### src/rtl/seq_detector_param_if.sv
// Bus bundle for seq_detector_param: sample stream, pattern configuration and match outputs.
// The master side drives stream/config; the slave side (the detector) drives the results.
interface seq_detector_param_if #(
  parameter int MAX_LEN = 8,
  parameter int LEN_W   = $clog2(MAX_LEN + 1),
  parameter int CNT_W   = 8
) ();
  logic               clear;
  logic               en;
  logic               x;
  logic [MAX_LEN-1:0] pattern;
  logic [LEN_W-1:0]   len;
  logic               overlap;
  logic               z;
  logic               z_q;
  logic               cfg_err;
  logic [CNT_W-1:0]   match_count;

  modport master (
    output clear, en, x, pattern, len, overlap,
    input  z, z_q, cfg_err, match_count
  );

  modport slave (
    input  clear, en, x, pattern, len, overlap,
    output z, z_q, cfg_err, match_count
  );
endinterface

### src/rtl/seq_detector_param.sv
// Runtime-programmable serial sequence detector: Mealy z, registered z_q, overlap select.
// Define SEQDET_MATCH_COUNT_EN to build the saturating match counter; otherwise match_count is 0.
module seq_detector_param #(
  parameter int MAX_LEN = 8,
  parameter int LEN_W   = $clog2(MAX_LEN + 1),
  parameter int CNT_W   = 8
) (
  input logic                 clk,
  input logic                 reset,
  seq_detector_param_if.slave bus
);
  localparam int                FILL_W   = $clog2(MAX_LEN);
  localparam logic [FILL_W-1:0] FILL_MAX = FILL_W'(MAX_LEN - 1);

  logic [MAX_LEN-2:0] hist;
  logic [FILL_W-1:0]  fill;
  logic [MAX_LEN-1:0] window;
  logic [MAX_LEN-1:0] len_mask;
  logic [LEN_W-1:0]   fill_p1;
  logic               accept;
  logic               cfg_err;
  logic               match;
  logic               z_q;

  assign window  = {hist, bus.x};
  assign accept  = bus.en & ~bus.clear;
  assign fill_p1 = LEN_W'(fill) + LEN_W'(1);
  assign cfg_err = (bus.len == '0) || (bus.len > LEN_W'(MAX_LEN));

  // Only the low len bits of the window and pattern take part in the compare.
  always_comb begin
    // NOTE: default every always_comb output first so no path can infer a latch.
    len_mask = '0;
    for (int i = 0; i < MAX_LEN; i++) begin
      len_mask[i] = (LEN_W'(i) < bus.len);
    end
  end

  // Gating with reset keeps z low during reset even for len=1, where fill alone would not.
  assign match = ~reset & accept & ~cfg_err & (fill_p1 >= bus.len) &
                 (((window ^ bus.pattern) & len_mask) == '0);

  always_ff @(posedge clk or posedge reset) begin
    if (reset) begin
      // NOTE: sequential state uses non-blocking assignments so all registers update together.
      hist <= '0;
      fill <= '0;
      z_q  <= 1'b0;
    end else begin
      z_q <= match;
      if (bus.clear) begin
        hist <= '0;
        fill <= '0;
      end else if (bus.en) begin
        hist <= window[MAX_LEN-2:0];
        // Non-overlapping mode forgets the matched bits; fill saturates so len=MAX_LEN keeps matching.
        if (match && !bus.overlap) begin
          fill <= '0;
        end else if (fill != FILL_MAX) begin
          fill <= fill + 1'b1;
        end
      end
    end
  end

`ifdef SEQDET_MATCH_COUNT_EN
  logic [CNT_W-1:0] count;

  always_ff @(posedge clk or posedge reset) begin
    if (reset) begin
      count <= '0;
    end else if (bus.clear) begin
      count <= '0;
    end else if (match && (count != {CNT_W{1'b1}})) begin
      count <= count + 1'b1;
    end
  end

  assign bus.match_count = count;
`else
  assign bus.match_count = '0;
`endif

  assign bus.z       = match;
  assign bus.z_q     = z_q;
  assign bus.cfg_err = cfg_err;
endmodule
### src/flat_wrapper.sv
// flat-port wrapper written by rule: the top's interface ports become plain ports
module seq_detector_param_flat 
#(
  parameter int MAX_LEN = 8,
  parameter int LEN_W   = $clog2(MAX_LEN + 1),
  parameter int CNT_W   = 8
)
  (clk, reset, bus_clear, bus_en, bus_x, bus_pattern, bus_len, bus_overlap, bus_z, bus_z_q, bus_cfg_err, bus_match_count);
  seq_detector_param_if #(.MAX_LEN(MAX_LEN), .LEN_W(LEN_W), .CNT_W(CNT_W)) bus_i ();
  input logic clk;
  input logic reset;
  input wire logic [$bits(bus_i.clear)-1:0] bus_clear;
  input wire logic [$bits(bus_i.en)-1:0] bus_en;
  input wire logic [$bits(bus_i.x)-1:0] bus_x;
  input wire logic [$bits(bus_i.pattern)-1:0] bus_pattern;
  input wire logic [$bits(bus_i.len)-1:0] bus_len;
  input wire logic [$bits(bus_i.overlap)-1:0] bus_overlap;
  output wire logic [$bits(bus_i.z)-1:0] bus_z;
  output wire logic [$bits(bus_i.z_q)-1:0] bus_z_q;
  output wire logic [$bits(bus_i.cfg_err)-1:0] bus_cfg_err;
  output wire logic [$bits(bus_i.match_count)-1:0] bus_match_count;
  assign bus_i.clear = bus_clear;
  assign bus_i.en = bus_en;
  assign bus_i.x = bus_x;
  assign bus_i.pattern = bus_pattern;
  assign bus_i.len = bus_len;
  assign bus_i.overlap = bus_overlap;
  assign bus_z = bus_i.z;
  assign bus_z_q = bus_i.z_q;
  assign bus_cfg_err = bus_i.cfg_err;
  assign bus_match_count = bus_i.match_count;
  seq_detector_param #(.MAX_LEN(MAX_LEN), .LEN_W(LEN_W), .CNT_W(CNT_W)) u_core (.clk(clk), .reset(reset), .bus(bus_i));
endmodule
### config.mk
export PLATFORM = sky130hd
export DESIGN_NAME = seq_detector_param_flat
export DESIGN_NICKNAME = d
export VERILOG_FILES = /design/src/rtl/seq_detector_param_if.sv /design/src/rtl/seq_detector_param.sv /design/src/flat_wrapper.sv
export SDC_FILE = /design/constraint.sdc
export NUM_CORES = 1
export LEC_CHECK = 0
export ABC_CLOCK_PERIOD_IN_PS = 7510
export CORE_ASPECT_RATIO = 0.75
export CORE_MARGIN = 2
export CORE_UTILIZATION = 50
export CTS_BUF_LIST = sky130_fd_sc_hd__clkbuf_4 sky130_fd_sc_hd__clkbuf_8
export DETAILED_ROUTE_END_ITERATION = 8
export GPL_TIMING_DRIVEN = 0
export HOLD_SLACK_MARGIN = 0.1
export PLACE_DENSITY = 0.88
export SYNTH_ARGS = -nofsm -noshare
export SYNTH_HDL_FRONTEND = slang
export SYNTH_SLANG_ARGS = --single-unit
### constraint.sdc
create_clock -name clk -period 7.51 [get_ports clk]
set_clock_uncertainty 0.15 [all_clocks]
set_input_delay 2.253 -clock clk [delete_from_list [all_inputs] [get_ports clk]]
set_output_delay 2.253 -clock clk [all_outputs]
set_load 0.02 [all_outputs]
# --- After elaboration in Yosys (flattened, before gate mapping) ---
# Cells that the tools add are included.
# Widths: inputs -> output; s select.
totals:
  reg_bits: 11
  inputBits: 18
classes:
  n_lt_le_gt_ge: 10
  n_eq_ne: 1
  add_sub_neg: 2
  bitwise_logic: 10
  reduce_logical: 8
  muxes: 6
op_table:
  columns: ["cell", "count"]
  rows:
  - ["$lt 3x4->1 const A", 4]
  - ["$mux 7", 2]
  - ["$mux 3", 4]
  - ["$and 8x8->8", 1]
  - ["$logic_not 8->1", 1]
  - ["$lt 1x4->1 const A", 2]
  - ["$lt 2x4->1 const A", 2]
  - ["$xor 8x8->8", 1]
  - ["$and 1x1->1", 5]
  - ["$add 3x1->4 const B", 1]
  - ["$ge 4x4->1", 1]
  - ["$gt 4x4->1 const B", 1]
  - ["$logic_not 4->1", 1]
  - ["$add 3x1->3 const B", 1]
  - ["$ne 3x3->1 const B", 1]
  - ["$not 1->1", 3]
  - ["$reduce_bool 3->1", 1]
  - ["$reduce_and 2->1", 1]
  - ["$reduce_bool 2->1", 1]
  - ["$logic_and 1x1->1", 1]
  - ["$logic_not 1->1", 1]
  - ["$logic_or 1x1->1", 1]

# --- Depth between registers and ports, before layout ---
# Gate-level depths: netlist of run 1.
logic_depth:
  word_depth: 10
  depth_mapped: 8

# --- Least setup slack after synthesis of run 1 ---
# No wires, ideal clock.
synth_timing:
  path_kind: "input to output"
  startpoint: "input bus_len[3]"
  endpoint: "output bus_z"
  stages: 7
  t_arrival_ns: 3.789
  path_buffers: 1
  setup_slack_ns: 1.318
  path_cell_list: "clkbuf_1 > inv_1 > ha_1 > o21a_1 > o2111a_1 > o211ai_2 > nor3_1"
synth_between:
  elab_chain_cells: 6
synth_rtl:
  columns: ["element", "line", "text"]
  rows:
  - ["start: declaration", "flat_wrapper.sv:16", "input wire logic [$bits(bus_i.len)-1:0] bus_len;"]
  - ["$gt 4x4->1 or $logic_not 4->1 (tied branches)", "seq_detector_param.sv:28", "assign cfg_err = (bus.len == '0) || (bus.len > LEN_W'(MAX_LEN));"]
  - ["$logic_or 1x1->1", "seq_detector_param.sv:28", null]
  - ["$not 1->1", "seq_detector_param.sv:40", "assign match = ~reset & accept & ~cfg_err & (fill_p1 >= bus.len) &"]
  - ["$and 1x1->1 (2 in series)", "seq_detector_param.sv:40", null]
  - ["$and 1x1->1 *", "seq_detector_param.sv:40", null]
  - ["end: declaration", "flat_wrapper.sv:18", "output wire logic [$bits(bus_i.z)-1:0] bus_z;"]
# Every way passes the cells marked *; elsewhere a longest branch is shown, timed or not.

# --- Worst setup path after layout of run 1 ---
layout_timing:
  startpoint: "input bus_len[0]"
  endpoint: "output bus_z"
# The elaborated chain is that of the path after synthesis.

==> metrics.md, run 1 <==
| Metric | Value |
|---|---|
| CTS H-tree depth | 1 |
| Die outline area | 0.00223 mm² |
| Power per standard cell area | 125 mW/mm² |
| Nature of the critical path endpoint | output port |
| Transition time of the tightest slew-check pin | 0.627 ns |
| CTS Sinks | 11 |
| Status | finished, final reports clean |
| Leakage power total | 0.589 nW |
| WP data required | 5.11 ns |
| Maximum resistive drop on vdd | 0.0848 mV |
| Share of final-layout standard cells stronger than drive strength 1 | 0.154 |
| Overall overflow remaining after global route | 0 |
| Count of different cell masters after synthesis | 32 |
| Detailed-route DRC error count | 0 |
| Pin count of the biggest net entering global routing | 12 |
| Unrepaired setup endpoints after global routing | no |
| Number of buffers created by CTS | 3 |
| Library cell used as clock root buffer | sky130_fd_sc_hd__clkbuf_4 |
| Peak per-stage delay on the critical path | 0.62 ns |
| Final Hold Fails | 0 |
| Residual antenna-violating net count after detailed routing | 0 |
| Number of global-route vias before repair | 733 |
| Count of non-filler cells in the finished layout | 152 |
| I/O Buffers | 18 |
| Path category of the worst min-delay check | reg -> reg |
| Sequential cell area fraction in the yosys report | 0.295 |
| Clock period minus worst slack | 7.07 ns |
| Detailed-placement wirelength estimate | 1550 µm |
| Most used cell along the critical path | sky130_fd_sc_hd__clkdlybuf4s50_1 |
| Vias | 793 |
| Diode insertion count for antenna repair | 0 |
| Max-cap check violation count | 0 |
| Data arrival time at the worst-slack endpoint | 4.67 ns |
| Synthesis Warnings | 0 |
| Gates resized, CTS repair | 0 |
| Yosys reg bits | 11 |
| Met3 Resource Use GR | 0.0468 |
| Share of flip-flops with an asynchronous set or reset | 1.00 |
| Count of filler cells inserted in the layout | 146 |
| Number of setup violations in the final report | 0 |
| Routability-driven placement congestion ratio | 0.828 |
| Critical Path Source Type | input pin |
| Primary flip-flop cell chosen by synthesis mapping | sky130_fd_sc_hd__dfrtp_1 |
| Placeable core area | 0.00174 mm² |
| Buffers and inverters on the worst path | 2 |
| Area of the multi-input gates | 573 µm² |
| Initial core utilization | 0.537 |
| # hold bufs at CTS | 0 |
| Synthesized instance count | 101 |
| Number of vias per cell after detailed routing | 5.22 |
| Die Wd | 53.9 µm |
| Height of the chip | 41.4 µm |
| Area Growth Syn to Fin | 28.2% |
| Router iterations before antenna repair | 4 |
| Drt first-iter violations | 16 |
| Number of nets in the finished design | 155 |
| Commonest non-fill, non-tap cell in the layout | sky130_fd_sc_hd__clkdlybuf4s50_1 |
| Number of buffers added for setup after CTS | 0 |
| Setup Total Neg Slack | 0 ns |
| Post-place setup slack | 0.470 ns |
| Top achievable clock speed | 141 MHz |
| Avg Synthesized Cell Area | 9.25 µm² |
| Largest fanout on the critical path | 7 |
| Most frequent cells in the layout | sky130_fd_sc_hd__clkdlybuf4s50_1 (18), sky130_fd_sc_hd__dfrtp_1 (11), sky130_fd_sc_hd__nor2_1 (10) |
| Final WS setup | 0.442 ns |
| Insertion delay to the later sink of the worst-skew pair | 0.28 ns |
| Total global-route track usage | 0.208 |
| CTS clock-pin slew for the worst setup and hold paths | 0.06 ns |
| DRT Wirelength | 1940 µm |
| Wire length per cell | 12.7 µm |
| Cell with the largest stage delay on the worst path | sky130_fd_sc_hd__clkdlybuf4s50_1 |
| Number of top-level design ports | 29 |
| Number of pins with negative max-slew slack in the final report | 0 |
| Clock tree from TritonCTS | done |
| Critical path class | in -> out |
| Seq. cell area | 275 µm² |
| Rel. slew slack | 0.582 |
| Number of antenna violations at the first check in global routing | 0 |
| Wire length of the first global-routing pass | 3310 µm |
| Std cell rows | 13 |
| GRT Max-Usage Layer | met2 |
| Global routing usage on met1 | 0.277 |
| Final core area utilization | 0.689 |
| Top Family by Delay on Critical Path | buffers and inverters |
| Bufs on Longest Clock Path | 2 |
| Cell area after synthesis | 935 µm² |
| Ratio of final minimum period to clock period | 0.941 |
| CP cell instances | clkdlybuf4s50_1, ha_1, nand2b_1, a2111oi_0, nand4b_4, nor3_1, clkdlybuf4s50_1 |
| Cell total after placement | 148 |
| Met2 usage | 0.317 |
| Number of enable flip-flop cells after synthesis | 0 |
[flip-flops by register name, summed over array words and instances, names as in the netlist]
| register | flops |
|---|---|
| u_core.hist | 7 |
| u_core.fill | 3 |
| u_core.bus.z_q | 1 |
[path summary, 6_finish.rpt]
| check | start | end | slack [ns] | cells after the start |
|---|---|---|---|---|
| worst max-delay path | bus_len[0] | bus_z | 0.44 | 7 |
| worst min-delay path | u_core.hist[4] | u_core.hist[4] | 0.42 | 2 |
| worst max register to register | u_core.fill[0] | u_core.fill[1] | 5.13 | 8 |
| worst min register to register | u_core.hist[4] | u_core.hist[4] | 0.42 | 2 |
| max in group asynchronous | reset | u_core.hist[4] | 4.75 | 2 |
| min in group asynchronous | reset | u_core.hist[3] | 2.16 | 2 |
[where the power goes]
| group | switching [mW] | leakage [nW] | internal, mW |
|---|---|---|---|
| sequential | 0.00174 | 0.151 | 0.0607 |
| combinational | 0.0219 | 0.419 | 0.0218 |
| clock | 0.0198 | 0.0184 | 0.0242 |
| total | 0.0434 | 0.589 | 0.107 |
[logic make-up after synthesis]
family	count (synthesis)	synth area share
mux	7	0.0750
compound gates	19	0.165
buf+inv	19	0.120
flops	11	0.295
fa+ha+maj	6	0.0803
xor+xnor	8	0.0750
simple gates	30	0.186
other cells	1	0.00401
[layout make-up]
class | instances | share of cell area
buffer | 12 | 0.0720
inverter | 7 | 0.0219
clock buffer | 4 | 0.0251
multi-input combinational | 78 | 0.478
timing repair buffer | 18 | 0.150
tap | 22 | 0.0230
sequential | 11 | 0.230
[through the flow]
step                hold WS [ns]  area (µm²)  power, mW
floorplan                  0.357         961     0.0919
global placement           0.379        1170      0.106
detailed placement         0.396        1170      0.107
CTS                        0.424        1200      0.151
global route               0.457        1200      0.159
finish                     0.419        1200      0.150
[layer usage]
metal	vias to the layer above	share of wire
met1	363	0.44
met2	28	0.46
met4	0	0.029
li1	396	-
met5	-	0
met3	6	0.064
[worst min-delay path, delay by kind of cell, from the launching register on]
family	cells	cell delay, ns
and+or+nand+nor	1	0.08
muxes	1	0.08
DFF	1	0.38
[Yosys cell counts, types with 4 or more instances]
master / n / area share
sky130_fd_sc_hd__nor2_1: 10 / 0.040
sky130_fd_sc_hd__buf_4: 8 / 0.064
sky130_fd_sc_hd__ha_1: 6 / 0.080
sky130_fd_sc_hd__mux2i_1: 7 / 0.075
sky130_fd_sc_hd__o31ai_1: 4 / 0.032
sky130_fd_sc_hd__inv_1: 7 / 0.028
sky130_fd_sc_hd__xor2_1: 8 / 0.075
sky130_fd_sc_hd__a21oi_1: 4 / 0.021
sky130_fd_sc_hd__dfrtp_1: 11 / 0.29
sky130_fd_sc_hd__nand2b_1: 5 / 0.033
sky130_fd_sc_hd__nand2_1: 4 / 0.016
(Power assumes the default switching activity.)
==> inputs of run 2 (changes only) <==
- CTS_CLUSTER_DIAMETER: default -> 80
==> results of run 2 <==
The final DEF is identical to that of run 1; final timing and power are the same.
==> inputs of run 3 (changes only) <==
- ABC_CLOCK_PERIOD_IN_PS: 7510 -> 5900
- CORE_UTILIZATION: 50 -> 43
- PLACE_DENSITY: 0.88 -> 0.81
- clock period: 7.51 -> 5.9 ns (I/O delays scaled with it)
==> metrics.md, run 3 (synthesis gave the netlist of run 1 again) <==
| Metric | Value |
|---|---|
| Status | finished, final reports clean |
| Final core area utilization | 0.595 (-0.0933) |
| Overall overflow remaining after global route | 0 (unchanged) |
| Switching power total | 0.0560 mW (+29%) |
| Detailed-route DRC error count | 0 (unchanged) |
| Clock tree from TritonCTS | done |
| Top achievable clock speed | 176 MHz |
| Transition time of the tightest slew-check pin | 0.596 ns (-0.0312 ns) |
| Unrepaired setup endpoints after global routing | no |
| Max-cap check violation count | 0 (unchanged) |
| Startpoint of the most critical hold path | u_core.hist[6] |
| Number of vias per cell after detailed routing | 5.11 (-2.0%) |
| Number of pins with negative max-slew slack in the final report | 0 (unchanged) |
| Final Hold Fails | 0 (unchanged) |
| Height of the chip | 44.4 µm (+7.1%) |
| Internal power of the cells | 0.137 mW (+28%) |
| Most frequent cells in the layout | sky130_fd_sc_hd__clkdlybuf4s50_1 (16), sky130_fd_sc_hd__dfrtp_1 (11), sky130_fd_sc_hd__nor2_1 (10) |
| Ratio of final minimum period to clock period | 0.964 |
| Number of antenna violations at the first check in global routing | 0 (unchanged) |
| Wire length per cell | 12.5 µm (-1.9%) |
| I/O Buffers | 18 (unchanged) |
| Library cell used as clock root buffer | sky130_fd_sc_hd__clkbuf_4 |
| Wire length of the first global-routing pass | 3170 µm (-4.2%) |
| Number of setup violations in the final report | 0 (unchanged) |
| Insertion delay to the later sink of the worst-skew pair | 0.27 ns (about the same) |
| Switching fraction of total power | 0.290 (+0.00122) |
| Number of nets in the finished design | 155 (unchanged) |
| Top Family by Delay on Critical Path | buffers and inverters |
| Clock period minus worst slack | 5.68 ns |
| Die Wd | 57.8 µm (+7.3%) |
| Std cell rows | 14 (+1) |
| Buffers and inverters on the worst path | 3 (+1) |
| Pin count of the biggest net entering global routing | 12 (unchanged) |
| CTS clock-pin slew for the worst setup and hold paths | 0.06 ns (about the same) |
| Area Growth Syn to Fin | 29.5% |
| Clock network power share | 0.289 (-0.004) |
| Total global-route track usage | 0.173 (-0.0349) |
| Worst setup path startpoint | bus_len[1] |
| Nature of the critical path endpoint | output port |
| Number of global-route vias before repair | 724 (-1.2%) |
| # hold bufs at CTS | 0 (unchanged) |
| Diode insertion count for antenna repair | 0 (unchanged) |
| Peak per-stage delay on the critical path | 0.61 ns (about the same) |
| Bufs on Longest Clock Path | 2 (unchanged) |
| Maximum resistive drop on vdd | 0.138 mV (+63%) |
| CTS Sinks | 11 (unchanged) |
| Routability-driven placement congestion ratio | 0.712 (-14%) |
| WP data required | 3.98 ns (-1.13 ns) |
| Initial core utilization | 0.460 (-0.0770) |
| Cell with the largest stage delay on the worst path | sky130_fd_sc_hd__clkdlybuf4s50_1 |
| CP cell instances | clkdlybuf4s50_1, inv_1, ha_1, a2111oi_2, nand4b_4, nor3_2, dlygate4sd2_1 |
| Detailed-placement wirelength estimate | 1600 µm (+2.8%) |
| Largest fanout on the critical path | 8 (+1) |
| Register with the most flip-flops | u_core.hist |
| Count of filler cells inserted in the layout | 185 (+27%) |
| Rel. slew slack | 0.603 (+0.0208) |
| Number of flip-flops under the largest register name | 7 (unchanged) |
| Placeable core area | 0.00203 mm² (+17%) |
| Worst reg2reg startpoint | u_core.fill[0] |
| Number of top-level design ports | 29 (unchanged) |
| Leakage power total | 0.597 nW (+1.4%) |
| Router iterations before antenna repair | 4 (unchanged) |
| Share of power burned in combinational logic | 0.298 (+0.007) |
| Data arrival time at the worst-slack endpoint | 3.76 ns (-0.91 ns) |
| Commonest non-fill, non-tap cell in the layout | sky130_fd_sc_hd__clkdlybuf4s50_1 |
| Share of final-layout standard cells stronger than drive strength 1 | 0.169 (+0.0154) |
| CTS H-tree depth | 1 (unchanged) |
| Residual antenna-violating net count after detailed routing | 0 (unchanged) |
| Vias | 787 (-0.76%) |
| Critical Path Source Type | input pin |
| Die outline area | 0.00257 mm² (+15%) |
| Number of buffers created by CTS | 3 (unchanged) |
| Drt first-iter violations | 12 (-4) |
| Total design power | 0.193 mW (+28%) |
| Path category of the worst min-delay check | reg -> reg |
| Power share of the sequential group | 0.413 (-0.003) |
| Critical path class | in -> out |
| DRT Wirelength | 1930 µm (-0.57%) |
| Power per standard cell area | 159 mW/mm² (+27%) |
| Biggest registers after layout | u_core.hist (7), u_core.fill (3), u_core.bus.z_q (1) |
run 3: cell count changes in the layout (fill, tap and decap cells not counted), sizes merged:
cell | before | now
dlygate4sd2 | 0 | 2
clkdlybuf4s50 | 18 | 16
run 3: final timing paths:
kind                            depth (start not counted)              to  slack (ns)
worst max-delay path                                    7           bus_z        0.22
worst min-delay path                                    2  u_core.hist[6]        0.41
worst max register to register                          8  u_core.fill[1]        3.49
worst min register to register                          2  u_core.hist[6]        0.41
max in group asynchronous                               2  u_core.hist[6]        3.64
min in group asynchronous                               2  u_core.bus.z_q        1.67
run 3: power groups by stage:
stage / sequential [mW] / clock (mW) / combinational, mW
after CTS: 0.0795 / 0.0583 / 0.0576
after global routing: 0.0797 / 0.0619 / 0.0635
after global placement: 0.0807 / 0 / 0.0539
after floorplan: 0.0802 / 0 / 0.0367
after detailed placement: 0.0810 / 0 / 0.0556
final: 0.0796 / 0.0557 / 0.0575
run 3: tightest hold or removal path, cell delays in order (launching register included):
cell and delay, ns:
sky130_fd_sc_hd__dfrtp_1 0.36, sky130_fd_sc_hd__mux2i_1 0.07, sky130_fd_sc_hd__nor2_1 0.08
run 3: per-stage QoR:
| stage | cells | area [µm²] | hold WS [ns] | setup TNS [ns] | setup WS, ns |
|---|---|---|---|---|---|
| after global placement | 150 | 1170 | 0.385 | -0.180 | -0.180 |
| final | 154 | 1210 | 0.409 | 0 | 0.215 |
| after CTS | 154 | 1210 | 0.414 | 0 | 0.200 |
| after global routing | 154 | 1210 | 0.443 | 0 | 0.0831 |
| after detailed placement | 150 | 1170 | 0.399 | -0.310 | -0.310 |
| after floorplan | 108 | 961 | 0.357 | 0 | 0.674 |
run 3: final cells by class:
type                    count  area (µm²)  share of cell area
flip-flops and latches     11         275               0.228
repair buffers             18         178               0.147
inverters                   7        26.3              0.0217
clock buffers               4        30.0              0.0248
multi-input cells          78         584               0.483
well taps                  24        30.0              0.0248
plain buffers              12        86.3              0.0714
run 3: metal layers:
metal,global-route usage,up-vias,wire length (µm)
met2,0.286,18,919
met3,0.0526,4,97
met5,0,-,0
met1,0.207,368,871
met4,0.0837,0,37
li1,-,397,-
run 3: repair_timing:
action / in CTS / in global routing
buffers inserted: 0 / 0
endpoints found under the setup margin: 1 / 0
resized for setup: 5 / 0
